### config.mk
export PLATFORM = sky130hd
export DESIGN_NAME = act_stream_collector
export DESIGN_NICKNAME = d
export VERILOG_FILES = /design/src/rtl/act_stream_pkg.sv /design/src/rtl/act_sync_fifo.sv /design/src/rtl/act_stream_collector.sv
export SDC_FILE = /design/constraint.sdc
export NUM_CORES = 1
export LEC_CHECK = 0
export BUFFER_PORTS_ARGS = -buffer_cell sky130_fd_sc_hd__buf_2
export CORE_ASPECT_RATIO = 1.5
export CORE_MARGIN = 3
export CORE_UTILIZATION = 37
export CTS_CLUSTER_DIAMETER = 120
export CTS_CLUSTER_SIZE = 12
export DETAILED_ROUTE_END_ITERATION = 10
export HOLD_SLACK_MARGIN = 0.1
export SYNTH_ARGS = -nofsm -noshare
export SYNTH_HDL_FRONTEND = slang
export SYNTH_SLANG_ARGS = --single-unit
### constraint.sdc
create_clock -name clk -period 5.25 [get_ports clk]
set_input_delay 0.525 -clock clk [delete_from_list [all_inputs] [get_ports clk]]
set_output_delay 0.525 -clock clk [all_outputs]
set_load 0.05 [all_outputs]
### src/rtl/act_stream_pkg.sv
// Shared element type and fp32 field positions for the activation stream collector.
package act_stream_pkg;

  localparam int ACT_DATA_W   = 32;
  localparam int FP32_EXP_MSB = 30;
  localparam int FP32_EXP_LSB = 23;
  localparam int FP32_MAN_W   = 23;

  typedef struct packed {
    logic                  last;
    logic [ACT_DATA_W-1:0] data;
  } act_elem_t;

  // Exponent all ones with a non-zero mantissa; infinities are excluded.
  function automatic logic fp32_is_nan(input logic [ACT_DATA_W-1:0] value);
    return (&value[FP32_EXP_MSB:FP32_EXP_LSB]) && (|value[FP32_MAN_W-1:0]);
  endfunction

endpackage

### src/rtl/act_sync_fifo.sv
// Single-clock FIFO of act_elem_t with a registered first-word-fall-through head.
// Full/empty come from the level counter; pointers wrap naturally.
module act_sync_fifo
  import act_stream_pkg::*;
#(
  parameter  int DEPTH = 8,
  localparam int PTR_W = $clog2(DEPTH),
  localparam int LVL_W = PTR_W + 1
) (
  input  logic             clk,
  input  logic             rst_n,
  input  logic             push,
  input  act_elem_t        wr_elem,
  input  logic             out_ready,
  output logic             out_valid,
  output act_elem_t        head,
  output logic [LVL_W-1:0] level
);

  localparam logic [LVL_W-1:0] LVL_ONE = LVL_W'(1);
  localparam logic [PTR_W-1:0] PTR_ONE = PTR_W'(1);

  act_elem_t        mem [DEPTH];
  logic [PTR_W-1:0] wr_ptr;
  logic [PTR_W-1:0] rd_ptr;
  logic [PTR_W-1:0] rd_ptr_nxt;
  logic [LVL_W-1:0] level_after_pop;
  logic [LVL_W-1:0] level_nxt;
  logic             pop;
  act_elem_t        head_nxt;

  // When the FIFO drains to nothing in this cycle, the incoming element bypasses
  // the array so it is visible the very next cycle.
  always_comb begin
    pop             = out_valid && out_ready;
    rd_ptr_nxt      = pop ? rd_ptr + PTR_ONE : rd_ptr;
    level_after_pop = pop ? level - LVL_ONE : level;
    level_nxt       = push ? level_after_pop + LVL_ONE : level_after_pop;
    head_nxt        = (push && (level_after_pop == '0)) ? wr_elem : mem[rd_ptr_nxt];
  end

  always_ff @(posedge clk) begin
    if (push) begin
      mem[wr_ptr] <= wr_elem;
    end
  end

  always_ff @(posedge clk or negedge rst_n) begin
    if (!rst_n) begin
      wr_ptr    <= '0;
      rd_ptr    <= '0;
      level     <= '0;
      out_valid <= 1'b0;
      head      <= '0;
    end else begin
      if (push) begin
        wr_ptr <= wr_ptr + PTR_ONE;
      end
      rd_ptr    <= rd_ptr_nxt;
      level     <= level_nxt;
      out_valid <= (level_nxt != '0);
      if (level_nxt != '0) begin
        head <= head_nxt;
      end
    end
  end

endmodule

### src/rtl/act_stream_collector.sv
// Absorbs the no-backpressure activation stream into a FIFO, tags tensor ends and
// re-presents it as ready/valid. Define ACT_STREAM_NANCHK_EN to add NaN monitoring.
module act_stream_collector
  import act_stream_pkg::*;
#(
  parameter  int DATA_W     = ACT_DATA_W,
  parameter  int DEPTH      = 8,
  parameter  int TENSOR_LEN = 16,
  parameter  int AF_THRESH  = 6,
  localparam int LVL_W      = $clog2(DEPTH) + 1
) (
  input  logic              clk,
  input  logic              rst_n,
  input  logic              valid_in,
  input  logic [DATA_W-1:0] input_data,
  output logic              out_valid,
  input  logic              out_ready,
  output logic [DATA_W-1:0] out_data,
  output logic              out_last,
  output logic              almost_full,
  output logic              overflow,
  output logic [LVL_W-1:0]  level
`ifdef ACT_STREAM_NANCHK_EN
  ,
  output logic              nan_seen,
  output logic [15:0]       nan_count
`endif
);

  localparam int               CNT_W    = (TENSOR_LEN > 1) ? $clog2(TENSOR_LEN) : 1;
  localparam logic [CNT_W-1:0] CNT_LAST = CNT_W'(TENSOR_LEN - 1);
  localparam logic [CNT_W-1:0] CNT_ONE  = CNT_W'(1);
  localparam logic [LVL_W-1:0] LVL_FULL = LVL_W'(DEPTH);
  localparam logic [LVL_W-1:0] LVL_AF   = LVL_W'(AF_THRESH);

  logic             pop;
  logic             push;
  logic             drop;
  logic             is_last;
  logic [CNT_W-1:0] tensor_cnt;
  act_elem_t        wr_elem;
  act_elem_t        head;

  // A full FIFO still accepts when the head leaves in the same cycle.
  always_comb begin
    pop          = out_valid && out_ready;
    push         = valid_in && ((level < LVL_FULL) || pop);
    drop         = valid_in && (level == LVL_FULL) && !pop;
    is_last      = (tensor_cnt == CNT_LAST);
    wr_elem      = '0;
    wr_elem.last = is_last;
    wr_elem.data = input_data;
  end

  assign out_data    = head.data;
  assign out_last    = head.last;
  assign almost_full = (level >= LVL_AF);

  act_sync_fifo #(
    .DEPTH(DEPTH)
  ) u_fifo (
    .clk      (clk),
    .rst_n    (rst_n),
    .push     (push),
    .wr_elem  (wr_elem),
    .out_ready(out_ready),
    .out_valid(out_valid),
    .head     (head),
    .level    (level)
  );

  // Dropped elements never advance the tensor position.
  always_ff @(posedge clk or negedge rst_n) begin
    if (!rst_n) begin
      tensor_cnt <= '0;
      overflow   <= 1'b0;
    end else begin
      if (push) begin
        tensor_cnt <= is_last ? '0 : tensor_cnt + CNT_ONE;
      end
      if (drop) begin
        overflow <= 1'b1;
      end
    end
  end

`ifdef ACT_STREAM_NANCHK_EN
  always_ff @(posedge clk or negedge rst_n) begin
    if (!rst_n) begin
      nan_seen  <= 1'b0;
      nan_count <= '0;
    end else if (push && fp32_is_nan(input_data)) begin
      nan_seen <= 1'b1;
      if (nan_count != 16'hFFFF) begin
        nan_count <= nan_count + 16'd1;
      end
    end
  end
`endif

endmodule

==> flow_metrics.py <==
metrics = {
    "final_layout": {
        "nNetsFinal": 1040,
        "utilization_pct": 43.5,
        "seqCellArea_um2": 9150,
        "area_growth_pct": 14.6,
        "fillers": 2888,
        "multi_input_area_um2": 3180,
        "drive_gt1_share_pct": 14.4,
    },
    "timing": {
        "fin_skew_ns": 0.0209,
        "setup_viol": 0,
        "fin_crit_ns": 3.34,
        "tightest_slew_ns": 1.20,
        "timing_hold_violations_final": 0,
        "setup_tns_ns": 0,
        "fin_ws_ns": 1.91,
        "max_clock_freq_mhz": 299,
        "relSlewSlack_pct": 19.9,
        "rsz0062_at_grt": "no",
        "slew_viol_final": 0,
        "finalCritPeriodShare_pct": 63.7,
    },
    "worst_setup_path": {
        "cp.depth": 8,
        "worst-path-buf-inv": 2,
        "crit_type": "register to register",
        "cp_common_cell": "buf_4",
        "crit_start": "u_fifo.out_valid",
        "cpMaxStageDelayCell": "buf_4",
        "worst_ep_required_time_ns": 5.72,
        "cp.arrival_ns": 3.82,
        "worst_path_dominant_cell_family": "buffers and inverters",
        "end_kind": "register",
        "critPathMaxStageDelay_ns": 0.73,
        "timing.rr.start": "u_fifo.out_valid",
        "crit_path_cell_trace": "and2_1 > xnor2_4 > buf_4 > buf_4 > mux2i_1 > a32oi_1 > nand4b_1 > a31oi_1",
        "crit_path_start_kind": "register",
        "crit_fanout": 75,
        "r2r_slack_ns": 1.91,
        "rr_worst_depth": 8,
    },
    "yosys": {
        "synth.largest_area_cell": "edfxtp_1",
        "synth-compound-area-share_pct": 5.36,
        "yosys_warnings": 0,
        "synth_top_family_by_area": "simple AND/OR/NAND/NOR gates",
        "yosys-top-cells-area": "edfxtp_1 (63%), dfrtp_1 (9.8%), nand2_1 (7.5%), mux2i_1 (2.7%), nand3_1 (2.6%)",
        "synth_fp_nets": 964,
        "synthXorXnorAreaFrac_pct": 0.962,
        "syn_inst": 921,
        "synthMuxAreaShare_pct": 2.73,
        "synth.top_cell.area_share_pct": 63.5,
        "synth_cell_types": 41,
        "synth_fa_ha_area_share_pct": 0.701,
        "avgSynthCellArea_um2": 13.6,
        "synth-simple-area-share_pct": 14.7,
        "netlist_area_um2": 12500,
        "synth.yosys.seq_area_share_pct": 73.3,
        "ys_ff_latch": 313,
    },
    "power_and_ir_drop": {
        "combPwrFrac_pct": 42.0,
        "power.density_nw_per_um2": 655,
        "vdd_drop_max_mv": 0.551,
        "switching_share_pct": 41.0,
        "p_seq_share_pct": 36.9,
        "p_int_mw": 5.53,
        "clkPwrFrac_pct": 21.2,
        "leakagePower_nw": 5.04,
        "power.switching_mw": 3.85,
    },
    "clock_tree": {
        "cts_buffers": 30,
        "cts_setup_buffers": 0,
        "cts_tree": "done",
        "clkLatencyLatePin_ns": 0.56,
        "cts-htree-levels": 1,
        "ctsRootBufferMaster": "clkbuf_16",
        "cts.repair.resized": 0,
        "clock_tree.buffer_depth": 3,
        "clkTransAtPathRegs_ns": 0.07,
        "clock_sinks": 313,
        "cts_hold_buf": 0,
    },
    "hold_path": {
        "holdCritPathClass": "input port to async pin",
    },
    "global_route": {
        "grt_max_degree": 76,
        "antenna_found_initial": 2,
        "grt-ovfl-total": 0,
        "grt_pass1_vias": 7549,
        "grt_pass1_wl_um": 44800,
        "grt_use_total_pct": 16.2,
    },
    "die": {
        "fp.dieW_um": 156,
        "die_h_um": 231,
        "start_util_pct": 37.9,
        "coreArea_um2": 32900,
        "rows": 81,
        "die_area_um2": 36000,
        "boundaryPins": 76,
    },
    "route": {
        "dr.pass1.iters": 5,
        "routed_via_density": 5.29,
        "drtIter0Drc": 452,
        "vias": 7597,
        "routed_wl_um": 29500,
        "drc_errors": 0,
        "avgRoutedWirePerCell_um": 20.5,
        "antenna_left": 0,
    },
    "run": {
        "maxCapViolCount": 0,
    },
    "outcome": {
        "status": "finished, final reports clean",
    },
    "placed_design": {
        "hpwl_um": 15800,
        "pre_cts_ws_ns": 1.75,
        "gp_congestion": 0.729,
        "portBuffers": 75,
    },
}
==> per-layer routing <==
metal	up-vias	GRT usage (%)	share of wire, %
met2	185	29.1	53
met4	2	5.63	2.5
li1	3556	-	-
met1	3805	19.8	40
met5	-	0	0.024
met3	49	2.42	4.5
==> registers in the layout, indices dropped and copies added (netlist names) <==
| signal | cells |
|---|---|
| u_fifo.rd_ptr | 3 |
| u_fifo.wr_ptr | 3 |
| u_fifo.mem | 264 |
| u_fifo.level | 4 |
| tensor_cnt | 4 |
| u_fifo.head | 33 |
| u_fifo.out_valid | 1 |
| overflow | 1 |
==> synth_stat cells, drive strengths merged <==
| cell | n |
|---|---|
| nand2b | 4 |
| a21o | 2 |
| o21a | 1 |
| o211a | 1 |
| and3 | 1 |
| inv | 7 |
| o2bb2ai | 2 |
| nand3 | 66 |
| a31oi | 34 |
| dfrtp | 49 |
| or3 | 1 |
| nand3b | 1 |
| and2 | 1 |
| xnor2 | 9 |
| mux2i | 34 |
| edfxtp | 264 |
| nor2 | 38 |
| nor3 | 7 |
| nand4 | 1 |
| a211oi | 2 |
| nand2 | 249 |
| buf | 26 |
| ha | 7 |
| nor4 | 3 |
| xnor3 | 1 |
| a32oi | 34 |
| a21boi | 1 |
| a21bo | 1 |
| a21oi | 1 |
| a41o | 1 |
| o22ai | 4 |
| nor2b | 1 |
| o21ai | 6 |
| clkbuf | 27 |
| nand4b | 34 |
==> path summary, 6_finish.rpt <==
path / endpoint
max: u_fifo.head[11]
max in group asynchronous: u_fifo.head[9]
min reg2reg: overflow
max reg2reg: u_fifo.head[11]
min: overflow
min in group clk: u_fifo.mem[6][22]
==> power by group through the flow <==
stage / logic (mW) / clock network [mW] / registers, mW
floorplan: 2.32 / 0 / 3.98
global placement: 3.94 / 0 / 3.49
detailed placement: 3.99 / 0 / 3.51
CTS: 4.00 / 2.02 / 3.46
global route: 4.31 / 2.12 / 3.50
finish: 3.94 / 1.98 / 3.46
==> worst register-to-register path: stages, from the launching register on <==
cell	delay, ns
dfrtp_1	0.48
and2_1	0.41
xnor2_4	0.17
buf_4	0.73
buf_4	0.79
mux2i_1	0.20
a32oi_1	0.19
nand4b_1	0.12
a31oi_1	0.16
==> stage by stage <==
stage                     power (mW)  hold slack (ns)  std cells  area (µm²)
after detailed placement        7.50            0.453       1380       13400
after global routing            9.92            0.196       1436       14300
after floorplan                 6.30            0.229        921       12500
after global placement          7.44            0.453       1380       13400
after CTS                       9.47            0.169       1435       14300
final                           9.38            0.140       1437       14300
==> final cells by class <==
type,count,share of cell area [%]
Clock inverter,1,0.0787
Inverter,7,0.184
Clock buffer,54,6.02
Tap cell,415,3.63
Multi-Input combinational cell,548,22.2
Antenna cell,2,0.0350
Timing Repair Buffer,97,3.86
Sequential cell,313,64.0
==> cell usage in the layout (no fill, tap or decap), types with 8 or more instances in the layout <==
cell type  count
nor2_1        35
dfrtp_1       49
clkbuf_16     31
a32oi_1       34
buf_4         21
edfxtp_1     264
nand2_1      249
buf_2         75
a31oi_1       34
nand4b_1      34
mux2i_1       34
nand3_1       66
xnor2_1        8
clkbuf_1      23
==> logic make-up (layout without fill, tap and decap cells) <==
family | after synthesis | count (layout)
compound gates | 90 | 90
xor+xnor | 10 | 10
fa+ha+maj | 7 | 7
buf+inv | 60 | 159
flops | 313 | 313
mux | 34 | 34
other cells | 0 | 2
simple gates | 407 | 407
Power figures use the tool's default switching activity.
